==> config.mk <==
export PLATFORM = sky130hd
export DESIGN_NAME = alu_matrix_sequencer
export DESIGN_NICKNAME = d
export VERILOG_FILES = /design/src/rtl/alu_matrix_pkg.sv /design/src/rtl/alu_matrix_op_decode.sv /design/src/rtl/alu_matrix_sequencer.sv
export SDC_FILE = /design/constraint.sdc
export NUM_CORES = 1
export LEC_CHECK = 0
export BUFFER_PORTS_ARGS = -buffer_cell sky130_fd_sc_hd__buf_2
export CAP_MARGIN = 0
export CORE_MARGIN = 10
export CORE_UTILIZATION = 49
export CTS_BUF_LIST = sky130_fd_sc_hd__clkbuf_8 sky130_fd_sc_hd__clkbuf_16
export CTS_CLUSTER_DIAMETER = 100
export DETAILED_ROUTE_END_ITERATION = 10
export HOLD_SLACK_MARGIN = 0.1
export PLACE_DENSITY = 0.88
export SLEW_MARGIN = 20
export SYNTH_ARGS = -nofsm -noshare
export SYNTH_HDL_FRONTEND = slang
export SYNTH_SLANG_ARGS = --single-unit
==> constraint.sdc <==
create_clock -name clk -period 2.8 [get_ports clk]
set_input_delay 0.14 -clock clk [delete_from_list [all_inputs] [get_ports clk]]
set_output_delay 0.14 -clock clk [all_outputs]
set_load 0.05 [all_outputs]
==> src/rtl/alu_matrix_pkg.sv <==
// Shared opcodes, ALU select codes and FSM states for the matrix ALU sequencer.
package alu_matrix_pkg;

  typedef enum logic [2:0] {
    OPC_TRANSPOSE = 3'd0,
    OPC_ADD       = 3'd1,
    OPC_SUB       = 3'd2,
    OPC_MUL       = 3'd3,
    OPC_SCALE     = 3'd4,
    OPC_DET       = 3'd5
  } op_e;

  localparam logic [5:0] E_BASE   = 6'd0;
  localparam logic [5:0] F_BASE   = 6'd9;
  localparam logic [5:0] G_BASE   = 6'd18;
  localparam logic [5:0] DET_RD   = 6'd27;
  localparam logic [5:0] OP_T     = 6'd28;
  localparam logic [5:0] OP_ADD   = 6'd29;
  localparam logic [5:0] OP_SUB   = 6'd30;
  localparam logic [5:0] OP_MUL   = 6'd31;
  localparam logic [5:0] OP_SCALE = 6'd32;
  localparam logic [5:0] OP_DET   = 6'd33;
  localparam logic [5:0] C_LD     = 6'd40;

  typedef enum logic [1:0] {
    ST_IDLE,
    ST_LOAD,
    ST_CALC,
    ST_READ
  } state_e;

endpackage

==> src/rtl/alu_matrix_op_decode.sv <==
// Combinational opcode decode: operand/result counts and compute select per op.
module alu_matrix_op_decode
  import alu_matrix_pkg::*;
(
  input  logic [2:0] op,
  output logic [4:0] load_cnt,
  output logic       has_scalar,
  output logic       has_f,
  output logic [5:0] calc_sel,
  output logic [4:0] res_cnt,
  output logic       is_det,
  output logic       illegal
);

  always_comb begin
    load_cnt   = 5'd9;
    has_scalar = 1'b0;
    has_f      = 1'b0;
    calc_sel   = OP_T;
    res_cnt    = 5'd9;
    is_det     = 1'b0;
    illegal    = 1'b0;
    case (op)
      OPC_TRANSPOSE: calc_sel = OP_T;
      OPC_ADD: begin
        load_cnt = 5'd18;
        has_f    = 1'b1;
        calc_sel = OP_ADD;
      end
      OPC_SUB: begin
        load_cnt = 5'd18;
        has_f    = 1'b1;
        calc_sel = OP_SUB;
      end
      OPC_MUL: begin
        load_cnt = 5'd18;
        has_f    = 1'b1;
        calc_sel = OP_MUL;
      end
      OPC_SCALE: begin
        load_cnt   = 5'd10;
        has_scalar = 1'b1;
        calc_sel   = OP_SCALE;
      end
      OPC_DET: begin
        calc_sel = OP_DET;
        res_cnt  = 5'd1;
        is_det   = 1'b1;
      end
      default: illegal = 1'b1;
    endcase
  end

endmodule

==> src/rtl/alu_matrix_sequencer.sv <==
// Drives the matrix ALU sel/eleIn port: loads operands, issues the compute code,
// then streams the result elements out over valid/ready.
module alu_matrix_sequencer
  import alu_matrix_pkg::*;
#(
  parameter int          DW       = 32,
  parameter logic [5:0]  IDLE_SEL = 6'd63
) (
  input  logic          clk,
  input  logic          reset,
  input  logic          cmd_valid,
  output logic          cmd_ready,
  input  logic [2:0]    cmd_op,
  input  logic          in_valid,
  output logic          in_ready,
  input  logic [DW-1:0] in_data,
  output logic          out_valid,
  input  logic          out_ready,
  output logic [DW-1:0] out_data,
  output logic          out_last,
  output logic          err,
  output logic [5:0]    sel,
  output logic [DW-1:0] eleIn,
  input  logic [DW-1:0] eleOut
);

  state_e        state_q, state_d;
  logic [2:0]    op_q, op_d;
  logic [4:0]    k_q, k_d;
  logic          rd_pend_q, rd_pend_d;
  logic [5:0]    sel_q, sel_d;
  logic [DW-1:0] ele_in_q, ele_in_d;
  logic          out_valid_q, out_valid_d;
  logic [DW-1:0] out_data_q, out_data_d;
  logic          out_last_q, out_last_d;
  logic          err_q, err_d;

  logic [2:0] dec_op;
  logic [4:0] load_cnt, res_cnt;
  logic       has_scalar, has_f, is_det, illegal;
  logic [5:0] calc_sel, k6, load_sel, read_sel, read_sel_next;

  // In IDLE the incoming opcode is decoded so illegal ones are caught before latching.
  assign dec_op = (state_q == ST_IDLE) ? cmd_op : op_q;

  alu_matrix_op_decode u_decode (
    .op         (dec_op),
    .load_cnt   (load_cnt),
    .has_scalar (has_scalar),
    .has_f      (has_f),
    .calc_sel   (calc_sel),
    .res_cnt    (res_cnt),
    .is_det     (is_det),
    .illegal    (illegal)
  );

  assign k6 = {1'b0, k_q};

  always_comb begin
    if (has_scalar)
      load_sel = (k_q == 5'd0) ? C_LD : E_BASE + k6 - 6'd1;
    else if (has_f && k_q >= 5'd9)
      load_sel = F_BASE + k6 - 6'd9;
    else
      load_sel = E_BASE + k6;
    read_sel      = is_det ? DET_RD : G_BASE + k6;
    read_sel_next = is_det ? DET_RD : G_BASE + k6 + 6'd1;
  end

  always_comb begin
    state_d     = state_q;
    op_d        = op_q;
    k_d         = k_q;
    rd_pend_d   = 1'b0;
    sel_d       = IDLE_SEL;
    ele_in_d    = '0;
    out_valid_d = out_valid_q;
    out_data_d  = out_data_q;
    out_last_d  = out_last_q;
    err_d       = 1'b0;
    case (state_q)
      ST_IDLE: begin
        if (cmd_valid) begin
          op_d = cmd_op;
          k_d  = 5'd0;
          if (illegal) err_d = 1'b1;
          else         state_d = ST_LOAD;
        end
      end
      ST_LOAD: begin
        if (in_valid) begin
          sel_d    = load_sel;
          ele_in_d = in_data;
          if (k_q == load_cnt - 5'd1) begin
            state_d = ST_CALC;
            k_d     = 5'd0;
          end else begin
            k_d = k_q + 5'd1;
          end
        end
      end
      ST_CALC: begin
        sel_d   = calc_sel;
        state_d = ST_READ;
        k_d     = 5'd0;
      end
      ST_READ: begin
        // Each element: issue read sel, capture a cycle later, then wait for the handshake.
        if (rd_pend_q) begin
          out_data_d  = eleOut;
          out_valid_d = 1'b1;
          out_last_d  = (k_q == res_cnt - 5'd1);
        end else if (out_valid_q) begin
          if (out_ready) begin
            out_valid_d = 1'b0;
            out_last_d  = 1'b0;
            if (out_last_q) begin
              state_d = ST_IDLE;
              k_d     = 5'd0;
            end else begin
              k_d       = k_q + 5'd1;
              sel_d     = read_sel_next;
              rd_pend_d = 1'b1;
            end
          end
        end else begin
          sel_d     = read_sel;
          rd_pend_d = 1'b1;
        end
      end
      default: state_d = ST_IDLE;
    endcase
  end

  always_ff @(posedge clk or posedge reset) begin
    if (reset) begin
      state_q     <= ST_IDLE;
      op_q        <= 3'd0;
      k_q         <= 5'd0;
      rd_pend_q   <= 1'b0;
      sel_q       <= IDLE_SEL;
      ele_in_q    <= '0;
      out_valid_q <= 1'b0;
      out_data_q  <= '0;
      out_last_q  <= 1'b0;
      err_q       <= 1'b0;
    end else begin
      state_q     <= state_d;
      op_q        <= op_d;
      k_q         <= k_d;
      rd_pend_q   <= rd_pend_d;
      sel_q       <= sel_d;
      ele_in_q    <= ele_in_d;
      out_valid_q <= out_valid_d;
      out_data_q  <= out_data_d;
      out_last_q  <= out_last_d;
      err_q       <= err_d;
    end
  end

  assign cmd_ready = (state_q == ST_IDLE);
  assign in_ready  = (state_q == ST_LOAD);
  assign out_valid = out_valid_q;
  assign out_data  = out_data_q;
  assign out_last  = out_last_q;
  assign err       = err_q;
  assign sel       = sel_q;
  assign eleIn     = ele_in_q;

endmodule

==> impl_metrics.yaml, run 1 <==
synth:
  ys_top_cells_by_area: "dfrtp_1, mux2_2, and3_1"
  syn-num-nets: 415
  syn_avg_cell_area_sq_um: 11.5
  async_reset_ff_share_pct: 100
  synthDistinctLibCells: 46
  synth-edff-count: 0
  synth.top_cell.area_share_pct: 51.2
  ys_seq_area_share_pct: 55.4
  netlist_top_cells_count: "dfrtp_1, and3_1, mux2_2, nand2_1, clkbuf_1"
  synth_area_sq_um: 3810
  synth_warnings: 0
  ys_ff_latch: 84
  synth.most_common_cell: "dfrtp_1"
  synth_top_area_cell: "dfrtp_1"
  syn_inst: 331
  synth_flop_cell: "dfrtp_1"
route:
  dr.pass1.iters: 6
  vias_per_cell: 5.80
  drt_iter0_markers: 503
  drcViolationCount: 0
  wirelength_mm: 15.1
  avgRoutedWirePerCell_microns: 23.3
  drt.antenna.violating_nets: 0
  via_count: 3756
run:
  drv_cap: 0
floorplanning:
  die_y_microns: 108
  std_cell_rows: 32
  initial_core_util_pct: 49.8
  die_w_microns: 108
  num_io_pins: 147
  coreArea_sq_um: 7650
  die_area_sq_um: 11700
timing:
  fmax_ghz: 0.422
  grt_setup_unrepaired: "no"
  period_needed_ns: 2.37
  skew_ns: 0.0224
  layout_setup_ws_ns: 0.430
  slew_headroom_pct: 55.5
  hold_viol_final: 0
  setup_tns_ns: 0
  setup_viol: 0
  post-route-period-util_pct: 84.6
  maxSlewViolCount: 0
  worst_pin_slew_ns: 0.667
worst_setup_path:
  crit_chain: "inv_1, ha_1, buf_4, and2_1, a22oi_1, nand2b_1, mux2_1, a221o_1"
  critical-path-top-delay-family: "compound AO/OA/AOI/OAI gates"
  required_ns: 3.09
  cp_num_buf_inv: 2
  endpoint_kind: "register"
  cpPeakStageDelay_ns: 0.39
  startpoint_type: "register"
  cpMaxStageDelayCell: "dfrtp_1"
  criticalPathCategory: "reg2reg"
  worstPathMaxFanout: 13
  cp_data_arrival_time_ns: 2.66
clocking:
  cts_tree: "built"
  root_buffer: "clkbuf_8"
  path_clk_slew_ns: 0.09
  insertion_delay_ns: 0.37
  cts_max_level: 3
  cts_resized: 0
  cts_setup_buffers: 0
  clkSinkCount: 84
  cts_buffer_depth: 2
  numCtsBuffers: 9
global_route:
  busiest_layer: "met2"
  grt_pass1_wl_mm: 22.8
  grtUsageMet2_pct: 43.5
  grt_usage_pct: 25.2
  grt_max_degree: 49
  antenna_found_initial: 0
  overflow: 0
  met1_usage_pct: 27.9
  use_met3_pct: 9.10
  grt_pass1_vias: 3876
finish:
  antenna_cells: 0
  syn2layout_area_growth_pct: 45.1
  drive_gt1_share_pct: 39.0
  layoutNonFillerInstCount: 648
  nets: 625
  fillerInstances: 456
place:
  gp_congestion: 0.923
  dpl.hpwl_mm: 7.86
  dp_cells: 564
  io_buffers: 146
  place_ws_ns: 0.528
power_and_ir_drop:
  p_leak_nw: 2.86
  power_mw: 6.62
  powerDensity_nw_per_um2: 1200
  peakVddDrop_v: 0.000655
outcome:
  status: "finished, final reports clean"
min_path:
  hp-class: "in2reg"
layout by cell type (no fill, tap or decap), types with 5 or more instances in the layout:
cell           Yosys  layout
dfrtp_1           78      78
mux2_2            35      35
nor2_1             9       9
o21ai_0           14      14
clkbuf_8           0       9
nand3_1            9       9
ha_1              12      12
inv_1             13      12
and3_1            35      35
nand2b_1           7       7
a21oi_1            8       8
nor3_1             7       7
a221o_1            5       5
dfstp_2            6       6
dlygate4sd3_1      0      68
nand2_1           26      26
buf_2              3     146
stage by stage:
stage | instance area, sq um | utilization, % | hold WS, ns
2_1_floorplan | 3810 | - | 0.290
5_1_grt | 5530 | 72.3 | 0.116
3_3_place_gp | 4640 | 60.7 | 0.239
6_report | 5530 | 72.3 | 0.113
3_5_place_dp | 4640 | 60.7 | 0.254
4_1_cts | 5530 | 72.3 | 0.104
registers in the layout, summed over array words and instances (netlist names), 2 cells and up:
| register | cells |
|---|---|
| out_data | 32 |
| op_q | 3 |
| eleIn | 32 |
| sel | 6 |
| state_q | 2 |
| k_q | 5 |
report_power, final:
| group | internal, mW | switching (mW) |
|---|---|---|
| sequential | 1.68 | 0.360 |
| combinational | 1.08 | 2.57 |
| clock | 0.427 | 0.513 |
cell type report:
type / count / area, sq um / share of cell area [%]
timing repair buffer: 219 / 1460 / 26.4
sequential: 84 / 2110 / 38.2
multi-input combinational: 214 / 1570 / 28.4
clock buffer: 9 / 124 / 2.24
clock inverter: 7 / 82.6 / 1.49
inverter: 13 / 50.0 / 0.906
tap: 102 / 128 / 2.31
what timing repair did:
item | in CTS | in global routing
setup endpoints to repair | 0 | 0
hold buffers | 68 | 0
endpoints found under the hold margin | 103 | 0
cells by family after synthesis:
kind of cell               Yosys count  synth area share [%]
buffers and inverters               33                  3.35
AOI/OAI and AO/OA                   50                  9.23
muxes                               37                  10.9
and+or+nand+nor                    110                  16.0
xor gates and xnor gates             5                  1.15
DFF                                 84                  55.4
adders and majority gates           12                  3.94
routing by layer:
metal	wire [microns]	vias up
met4	653	0
met5	0	-
met1	5220	1762
li1	-	1588
met3	1900	80
met2	7350	326
worst paths after layout:
| kind | from | slack [ns] | cells past startpoint | to |
|---|---|---|---|---|
| min in group asynchronous | reset | 0.39 | 3 | out_data[1]$_DFFE_PP0P_ |
| max | state_q[0]$_DFFE_PP0P_ | 0.43 | 8 | sel[2]$_DFF_PP1_ |
| min reg2reg | out_data[10]$_DFFE_PP0P_ | 0.51 | 1 | out_data[10]$_DFFE_PP0P_ |
| max in group asynchronous | reset | 1.67 | 4 | sel[1]$_DFF_PP1_ |
| min | cmd_op[0] | 0.11 | 2 | op_q[0]$_DFFE_PP0P_ |
| max reg2reg | state_q[0]$_DFFE_PP0P_ | 0.43 | 8 | sel[2]$_DFF_PP1_ |
Power figures use the tool's default switching activity.
==> run 2: changes to the inputs <==
==> constraint.sdc (replaced) <==
create_clock -name clk -period 2.22 [get_ports clk]
set_input_delay 0.111 -clock clk [delete_from_list [all_inputs] [get_ports clk]]
set_output_delay 0.111 -clock clk [all_outputs]
set_load 0.05 [all_outputs]
==> impl_metrics.yaml, run 2 (synthesis results as in run 1) <==
power_and_ir_drop:
  power_mw: 8.45
  peakVddDrop_v: 0.000610
  powerDensity_nw_per_um2: 1480
  p_leak_nw: 2.95
worst_setup_path:
  required_ns: 2.50
  worstPathMaxFanout: 6
  cp_data_arrival_time_ns: 2.51
  r2r-start: "state_q[0]$_DFFE_PP0P_"
  reg2reg_depth: 8
  r2r_end: "sel[2]$_DFF_PP1_"
  criticalPathCategory: "reg2reg"
  endpoint_kind: "register"
  reg2reg_slack_ns: -0.01
  startpoint_type: "register"
clocking:
  path_clk_slew_ns: 0.11
  root_buffer: "clkbuf_8"
  cts_buffer_depth: 2
  cts_tree: "built"
  numCtsBuffers: 9
  cts_max_level: 3
  clkSinkCount: 84
  insertion_delay_ns: 0.37
route:
  drcViolationCount: 0
  wirelength_mm: 14.5
  drt_iter0_markers: 397
  avgRoutedWirePerCell_microns: 21.9
  drt.antenna.violating_nets: 0
  dr.pass1.iters: 7
  vias_per_cell: 5.67
  via_count: 3762
global_route:
  overflow: 0
  grt_max_degree: 41
  antenna_found_initial: 0
  grt_usage_pct: 23.9
  grt_pass1_vias: 3815
  grt_pass1_wl_mm: 21.6
floorplanning:
  std_cell_rows: 32
  coreArea_sq_um: 7650
  initial_core_util_pct: 49.8
  die_w_microns: 108
  die_area_sq_um: 11700
  die_y_microns: 108
  num_io_pins: 147
min_path:
  holdPathEnd: "eleIn[7]$_DFF_PP0_"
  hold_path_depth: 3
  min_from: "in_valid"
  hp-class: "in2reg"
finish:
  layout_commonest_cell: "buf_2"
  drive_gt1_share_pct: 41.5
  nets: 641
  antenna_cells: 0
  syn2layout_area_growth_pct: 49.4
  final_cell_mix: "buf_2, dfrtp_1, dlygate4sd3_1, mux2_2, and3_1"
timing:
  period_needed_ns: 2.23
  maxSlewViolCount: 0
  layout_setup_ws_ns: -0.0140
  setup_viol: 1
  slew_headroom_pct: 46.2
  skew_ns: 0.0164
  hold_viol_final: 0
  post-route-period-util_pct: 101
  setup_tns_ns: -0.0140
  fmax_ghz: 0.448
  worst_pin_slew_ns: 0.805
place:
  gp_congestion: 0.866
  dpl.hpwl_mm: 7.97
  io_buffers: 146
  place_ws_ns: -0.0199
run:
  drv_cap: 0
outcome:
  status: "finished with violations"
  violations: "negative setup slack"
-- run 2: critical path, stage by stage (launching register included) --
cell and delay (ns):
dfrtp_1 0.39, inv_2 0.07, ha_4 0.19, buf_4 0.15, and2_1 0.19, a22oi_2 0.23, nand2b_4 0.18, mux2_1 0.37
a221o_1 0.38
-- run 2: timing repair --
item / CTS / global route
endpoints found under the hold margin: 102 / 0
setup buffers: 0 / 5
setup endpoints to repair: 1 / 4
hold buffers: 71 / 0
resized for setup: 1 / 6
gates cloned: 0 / 0
pin swaps: 1 / 3
-- run 2: worst max path at each step --
stage / startpoint / to / depth (start not counted)
floorplan: state_q[0]$_DFFE_PP0P_ / state_q[1]$_DFFE_PP0P_ / 7
global placement: state_q[0]$_DFFE_PP0P_ / state_q[1]$_DFFE_PP0P_ / 7
detailed placement: state_q[0]$_DFFE_PP0P_ / state_q[1]$_DFFE_PP0P_ / 7
CTS: state_q[1]$_DFFE_PP0P_ / state_q[1]$_DFFE_PP0P_ / 7
global route: state_q[1]$_DFFE_PP0P_ / sel[2]$_DFF_PP1_ / 8
finish: state_q[0]$_DFFE_PP0P_ / sel[2]$_DFF_PP1_ / 8
-- run 2: report_power, final --
group	leakage [nW]	internal [mW]	total (mW)	switching (mW)
registers	1.06	2.12	2.51	0.398
clock network	0.0886	0.424	1.05	0.627
logic	1.81	1.52	4.88	3.36
total	2.95	4.06	8.45	4.38
-- run 2: metrics by stage --
stage / instance area [sq um] / hold WS, ns / instances / util, %
floorplan: 3820 / 0.261 / 331 / -
global placement: 4730 / 0.271 / 572 / 61.8
detailed placement: 4730 / 0.282 / 572 / 61.8
CTS: 5620 / 0.273 / 659 / 73.5
global route: 5690 / 0.298 / 664 / 74.4
finish: 5690 / 0.279 / 664 / 74.4
-- run 2: area by class of cell --
cell class                      count  area [sq um]
Sequential cell                    84          2110
Fill cell                         422          1960
Multi-Input combinational cell    214          1620
Timing Repair Buffer              235          1600
Tap cell                          102           128
Clock buffer                        9           124
Clock inverter                      7          57.6
Inverter                           13          52.6
-- run 2: per-layer routing --
metal	share of wire [%]	track usage (%)	vias to the layer above
li1	-	-	1631
met3	10	7.14	53
met5	0	0	-
met1	36	26.7	1806
met4	3.6	9.83	0
met2	50	41.5	272
